$ cat src/rtl/cam_frame_writer.sv
// Camera-side producer for the dual-port frame buffer: pairs OV7670 RGB565 bytes
// into pixels and writes them row-major into an IMG_W x IMG_H region of the RAM.
module cam_frame_writer #(
  parameter int IMG_W = 160,
  parameter int IMG_H = 120,
  parameter int AW    = 17,
  parameter int DW    = 16
) (
  input  logic          clk,
  input  logic          rst_n,
  input  logic          capture_en,
  input  logic          vsync,
  input  logic          href,
  input  logic [7:0]    px_data,
  output logic [AW-1:0] addr_in,
  output logic [DW-1:0] data_in,
  output logic          regwrite,
  output logic          frame_done,
  output logic          busy,
  output logic [7:0]    line_cnt
);

  localparam int XW = $clog2(IMG_W + 1);
  localparam logic [XW-1:0] W_LIM = XW'(IMG_W);
  localparam logic [7:0]    H_LIM = 8'(IMG_H);

  if (IMG_W * IMG_H > (1 << AW)) begin : gAddrCheck
    $error("cam_frame_writer: IMG_W*IMG_H does not fit in AW address bits");
  end
  if (DW != 16 || IMG_H > 255) begin : gShapeCheck
    $error("cam_frame_writer: DW must be 16 and IMG_H at most 255");
  end

  typedef enum logic [1:0] {WAIT_FRAME, CAPTURE, DONE} state_t;

  state_t          state_q, state_d;
  logic            vsync_q, href_q;
  logic            phase_q, phase_d;
  logic [7:0]      hi_q, hi_d;
  logic [XW-1:0]   x_q, x_d;
  logic [AW-1:0]   lineBase_q, lineBase_d;
  logic [7:0]      lineCnt_q, lineCnt_d;
  logic [AW-1:0]   addr_q, addr_d;
  logic [DW-1:0]   data_q, data_d;
  logic            wr_q, wr_d;

  logic frameStart, frameEnd, lineEnd;
  assign frameStart = vsync_q & ~vsync;
  assign frameEnd   = ~vsync_q & vsync;
  assign lineEnd    = href_q & ~href;

  always_ff @(posedge clk or negedge rst_n) begin
    if (!rst_n) begin
      state_q    <= WAIT_FRAME;
      vsync_q    <= 1'b1;
      href_q     <= 1'b0;
      phase_q    <= 1'b0;
      hi_q       <= '0;
      x_q        <= '0;
      lineBase_q <= '0;
      lineCnt_q  <= '0;
      addr_q     <= '0;
      data_q     <= '0;
      wr_q       <= 1'b0;
    end else begin
      state_q    <= state_d;
      vsync_q    <= vsync;
      href_q     <= href;
      phase_q    <= phase_d;
      hi_q       <= hi_d;
      x_q        <= x_d;
      lineBase_q <= lineBase_d;
      lineCnt_q  <= lineCnt_d;
      addr_q     <= addr_d;
      data_q     <= data_d;
      wr_q       <= wr_d;
    end
  end

  // A frame end takes priority over the byte on the bus, so a half-received
  // pixel or a pixel completing on that very edge is never written.
  always_comb begin
    state_d    = state_q;
    phase_d    = phase_q;
    hi_d       = hi_q;
    x_d        = x_q;
    lineBase_d = lineBase_q;
    lineCnt_d  = lineCnt_q;
    addr_d     = addr_q;
    data_d     = data_q;
    wr_d       = 1'b0;
    case (state_q)
      WAIT_FRAME: begin
        if (frameStart && capture_en) begin
          state_d    = CAPTURE;
          phase_d    = 1'b0;
          x_d        = '0;
          lineBase_d = '0;
          lineCnt_d  = '0;
        end
      end
      CAPTURE: begin
        if (frameEnd) begin
          state_d = DONE;
          phase_d = 1'b0;
        end else if (href) begin
          if (!phase_q) begin
            hi_d    = px_data;
            phase_d = 1'b1;
          end else begin
            phase_d = 1'b0;
            if (x_q < W_LIM && lineCnt_q < H_LIM) begin
              wr_d   = 1'b1;
              addr_d = lineBase_q + AW'(x_q);
              data_d = {hi_q, px_data};
              x_d    = x_q + XW'(1);
            end
          end
        end else if (lineEnd) begin
          phase_d = 1'b0;
          x_d     = '0;
          if (lineCnt_q < H_LIM) lineBase_d = lineBase_q + AW'(IMG_W);
          if (lineCnt_q != 8'hFF) lineCnt_d = lineCnt_q + 8'd1;
        end
      end
      DONE: state_d = WAIT_FRAME;
      default: state_d = WAIT_FRAME;
    endcase
  end

  assign addr_in    = addr_q;
  assign data_in    = data_q;
  assign regwrite   = wr_q;
  assign line_cnt   = lineCnt_q;
  assign busy       = (state_q == CAPTURE);
  assign frame_done = (state_q == DONE);

endmodule

$ cat config.mk
export PLATFORM = sky130hd
export DESIGN_NAME = cam_frame_writer
export DESIGN_NICKNAME = d
export VERILOG_FILES = /design/src/rtl/cam_frame_writer.sv
export SDC_FILE = /design/constraint.sdc
export NUM_CORES = 1
export LEC_CHECK = 0
export CAP_MARGIN = 5
export CORE_AREA = 10 10 83 156
export DETAILED_ROUTE_END_ITERATION = 8
export DIE_AREA = 0 0 93 166
export GPL_TIMING_DRIVEN = 0
export HOLD_SLACK_MARGIN = 0.02
export PLACE_DENSITY = 0.53
export SLEW_MARGIN = 10
export SYNTH_ARGS = -nofsm -noshare
export SYNTH_HDL_FRONTEND = slang
export SYNTH_SLANG_ARGS = --single-unit
$ cat constraint.sdc
create_clock -name clk -period 3.28 [get_ports clk]
set_input_delay 0.656 -clock clk [delete_from_list [all_inputs] [get_ports clk]]
set_output_delay 0.656 -clock clk [all_outputs]
set_load 0.1 [all_outputs]
======== Word level (Yosys, flattened, before mapping) ========
Index checks and enable logic that the tools add are counted.
word-level totals
  input port bits ......................... 13
  word-level logic and storage cells ...... 82
  output and inout bits ................... 44
  register bits after elaboration ......... 80
cells by class
  mux-type cells .......................... 32
  order comparisons ....................... 2
  eq/ne operators ......................... 14
  reductions and logical operators ........ 11
  bitwise operators ....................... 8
  $add $sub $neg .......................... 4
operators with widths
  kind                     count
  $mux W17                 5
  $mux W8                  10
  $pmux W17 S2             1
  $pmux W8 S2              2
  $reduce_and A6 Y1        3
  $add A17 B8 Y17          1
  $add A17 B8 Y17 const B  1
  $add A8 B1 Y8 const B    2
  $mux W1                  10
  $ne A3 B2 Y1 const B     3
  $lt A8 B7 Y1 const B     1
  $lt A8 B8 Y1 const B     1
  $ne A2 B1 Y1 const B     4
  $ne A8 B8 Y1 const B     1
  $ne A2 B2 Y1 const B     3
  $not A1 Y1               5
  $reduce_and A5 Y1        1
  $mux W2                  2
  $ne A4 B2 Y1 const B     1
  $pmux W2 S2              1
  $reduce_and A4 Y1        1
  $and A1 B1 Y1            3
  $reduce_and A3 Y1        1
  $eq A2 B1 Y1 const B     1
  6 further kinds          7

======== Depth between registers and ports, before layout ========
  depth in word-level cells ............... 7
  mapped depth ............................ 9
  depth with buffers taken out ............ 6

======== Worst setup path before layout ========
Ideal clock, no wire load.
  path kind ............................... reg-to-reg
  from .................................... register lineCnt_q[3], in the netlist line_cnt[3]
  to ...................................... register data_q[15], in the netlist data_in[15]
  stages on the path, launching flop included .. 9
  setup time .............................. 0.126 ns
  required time ........................... 3.154 ns
  arrival ................................. 2.759 ns
  setup slack ............................. 0.395 ns
  period minus slack after synthesis ...... 2.885 ns
  buffers on the path ..................... 4
  path through ............................ dfrtp_1 -> and4_4 -> clkbuf_1 -> or4b_1 -> buf_2 -> nor4_4 -> buf_6 -> buf_12 -> mux2_4
between the ends
  cells in the longest elaborated chain, start to end .. 3
RTL lines
  element                      line  source
  start, declared              42    logic [7:0] lineCnt_q, lineCnt_d;
  start signal, assigned       73    lineCnt_q <= lineCnt_d;
  $lt A8 B7 Y1                 112   if (x_q < W_LIM && lineCnt_q < H_LIM) begin
  $logic_and A1 B1 Y1          112
  $reduce_and A5 Y1 (no line)  --
  end signal, assigned         75    data_q <= data_d;
  end, declared                44    logic [DW-1:0] data_q, data_d;
No other way between the ends.
A chain may end at the register's enable or synchronous reset.

======== Worst setup path after layout ========
  from .................................... register state_q[1]
  to ...................................... output busy
between the ends
  cells in the longest elaborated chain, start to end .. 1
RTL lines
  element                 line  source
  start, declared         36    state_t state_q, state_d;
  start signal, assigned  66    state_q <= state_d;
  $eq A2 B1 Y1            135   assign busy = (state_q == CAPTURE);
  end, declared           19    output logic busy,
No other way between the ends.

==> results.yml <==
synth:
  ys_ff_latch: 75
  yosysTopAreaCell: "dfrtp_1"
  synth_cells: 315
  ys_seq_area_share_pct: 52.9
  ys_types: 45
  synth_edf_count: 0
  syn_area_um2: 3550
  synth.area.top_cells: "dfrtp_1, mux2_2, nor2_1"
  synth-async-reset-ratio_pct: 100
  mappedNetlistNets: 334
  synth.top_cell.area_share_pct: 52.1
  syn_avg_cell_area_um2: 11.3
  yosys_warnings: 0
  synthFlopType: "dfrtp_1"
die:
  pin_count: 57
  row_count: 53
  fp.dieW_um: 93
  initial_core_util_pct: 33.9
  die_y_um: 166
  core_area_um2: 10500
  die_area_um2: 15400
critical_path:
  crit_buf_inv: 2
  endpoint_kind: "output pin"
  critPathTopFamily: "buffers and inverters"
  crit_type: "flip-flop to output pin"
  worstPathArrival_ps: 2470
  cpMaxStageDelayCell: "clkdlybuf4s50_1"
  crit_chain: "nand2b_1 > inv_1 > clkdlybuf4s50_1"
  startpoint_type: "flip-flop"
  cpPeakStageDelay_ps: 1180
  required_ps: 2620
  crit_path_max_fanout: 7
drt:
  ant_nets: 0
  drc: 0
  vias: 2603
  avgRoutedWirePerCell_um: 16.4
  wirelength_um: 8620
  vias_per_cell: 4.96
  firstDrtPassIters: 4
  drt_iter0_drc: 91
timing:
  max_freq_mhz: 320
  finalHoldViolCount: 0
  postLayoutSetupSlackWorst_ps: 154
  slew_headroom_pct: 17.6
  period_needed_ps: 3130
  period_share_pct: 95.3
  fin_skew_ps: 4.76
  final_max_slew_viol_count: 0
  setup_viol_count_final: 0
  rsz0062_at_grt: "no"
  tightest_slew_ps: 1230
placement:
  gp_congestion: 0.781
  portBuffers: 56
  dp_hpwl_um: 6440
  dp_slack_ps: 87.7
final_layout:
  area_growth_pct: 30.8
  ff_latch_area_um2: 1880
  final_common_cell: "dfrtp_1"
  fill_cells: 1060
  layout-drive-gt1-share_pct: 16.2
  fin_nets: 402
  multiInputGateArea_um2: 1570
  diodes: 0
  final_cell_mix: "dfrtp_1, clkdlybuf4s50_1, nor2_1, mux2_2, nand2_1"
cts:
  cts_tree: "done"
  cts_max_level: 3
  cts_setup_buffers: 0
  cts_resized: 0
  clock_path_buffers: 2
  cts_made_buffers: 9
  clk_pin_slew_ps: 60
  cts_root_buf: "clkbuf_16"
  worstSkewPairLatency_ps: 330
  holdBufCountCts: 0
  clock-sinks: 75
grt:
  grt_pass1_vias: 2901
  grt_antenna_before_repair: 0
  grt_max_degree: 64
  grt_first_pass_wirelength_um: 14600
  overflow: 0
  grtUsageTotal_pct: 11.8
job:
  cap_viol_max_count: 0
worst_hold_path:
  holdCritPathClass: "input port to asynchronous set/reset pin"
power:
  powerDensity_nw_per_um2: 1010
  vdd_ir_drop_max_mv: 0.718
  p_total_mw: 4.68
  p_leak_nw: 2.03
run_status:
  status: "finished clean"
stage by stage:
stage	hold WS, ps	instance area, µm²	util (%)	instances	TNS, ps
6_report	171	4650	44.4	525	0
5_1_grt	176	4650	44.4	525	0
4_1_cts	165	4650	44.4	525	0
3_5_place_dp	490	4310	41.1	509	0
3_3_place_gp	482	4280	40.9	508	-82180
2_1_floorplan	360	3550	-	315	0
cell type report:
cell class                      count  area share (%)
Sequential cell                    75            40.4
Clock buffer                       11            5.44
Timing Repair Buffer               57            12.6
Clock inverter                      5            1.83
Buffer                             14            2.07
Inverter                            2           0.162
Multi-Input combinational cell    224            33.8
Tap cell                          137            3.69
sequential cells by signal (all words and copies together) (netlist names):
register,flops
addr_in,17
data_in,16
lineBase_q,12
hi_q,8
line_cnt,8
x_q,8
state_q,2
href_q,1
phase_q,1
regwrite,1
vsync_q,1
path summary, 6_finish.rpt:
path / end / cells past startpoint / slack [ps] / start
max: busy / 3 / 150 / state_q[1]
min: addr_in[9] / 1 / 170 / rst_n
max reg2reg: data_in[8] / 8 / 710 / line_cnt[3]
min reg2reg: hi_q[2] / 1 / 500 / hi_q[2]
max in group asynchronous: vsync_q / 2 / 2500 / rst_n
min in group clk: hi_q[2] / 1 / 500 / hi_q[2]
cells in the mapped netlist, drive strengths merged (5+ instances only):
cell     n
and2     5
xnor2   15
o21ai   12
a21oi   14
buf      6
nor2    39
ha       6
xor2    11
nor4     5
clkbuf   8
dfrtp   74
and3     9
nand4    6
nand3   11
mux2    35
nand2   21
logic make-up after synthesis:
family	after synthesis	synth area share, %
AOI/OAI and AO/OA	43	7.54
buffers and inverters	16	2.92
and+or+nand+nor	114	16.4
adders and majority gates	6	2.11
xor gates and xnor gates	26	6.41
DFF	75	52.9
muxes	35	11.7
worst reg2reg max path, cell delays in order (launching register included):
cell      delay (ps)
dfrtp_1          440
and4_4           210
clkbuf_1         140
or4b_1           480
buf_2            190
nor4_4           310
buf_6            210
buf_12           160
mux2_4           300
report_power, final:
group,switching [mW],internal (mW),leakage [nW],total [mW]
Combinational,1.66,0.565,0.894,2.22
Sequential,0.171,1.19,0.970,1.36
Clock,0.382,0.710,0.162,1.09
routing by layer:
layer | wire [µm] | global-route usage [%] | share of wire, % | vias to the layer above
met1 | 3210 | 11.5 | 37 | 1300
met3 | 381 | 3.26 | 4.4 | 10
li1 | - | - | - | 1251
met5 | 0 | 0 | 0 | -
met4 | 149 | 4.86 | 1.7 | 0
met2 | 4880 | 22.0 | 57 | 42
(Power assumes the default switching activity.)
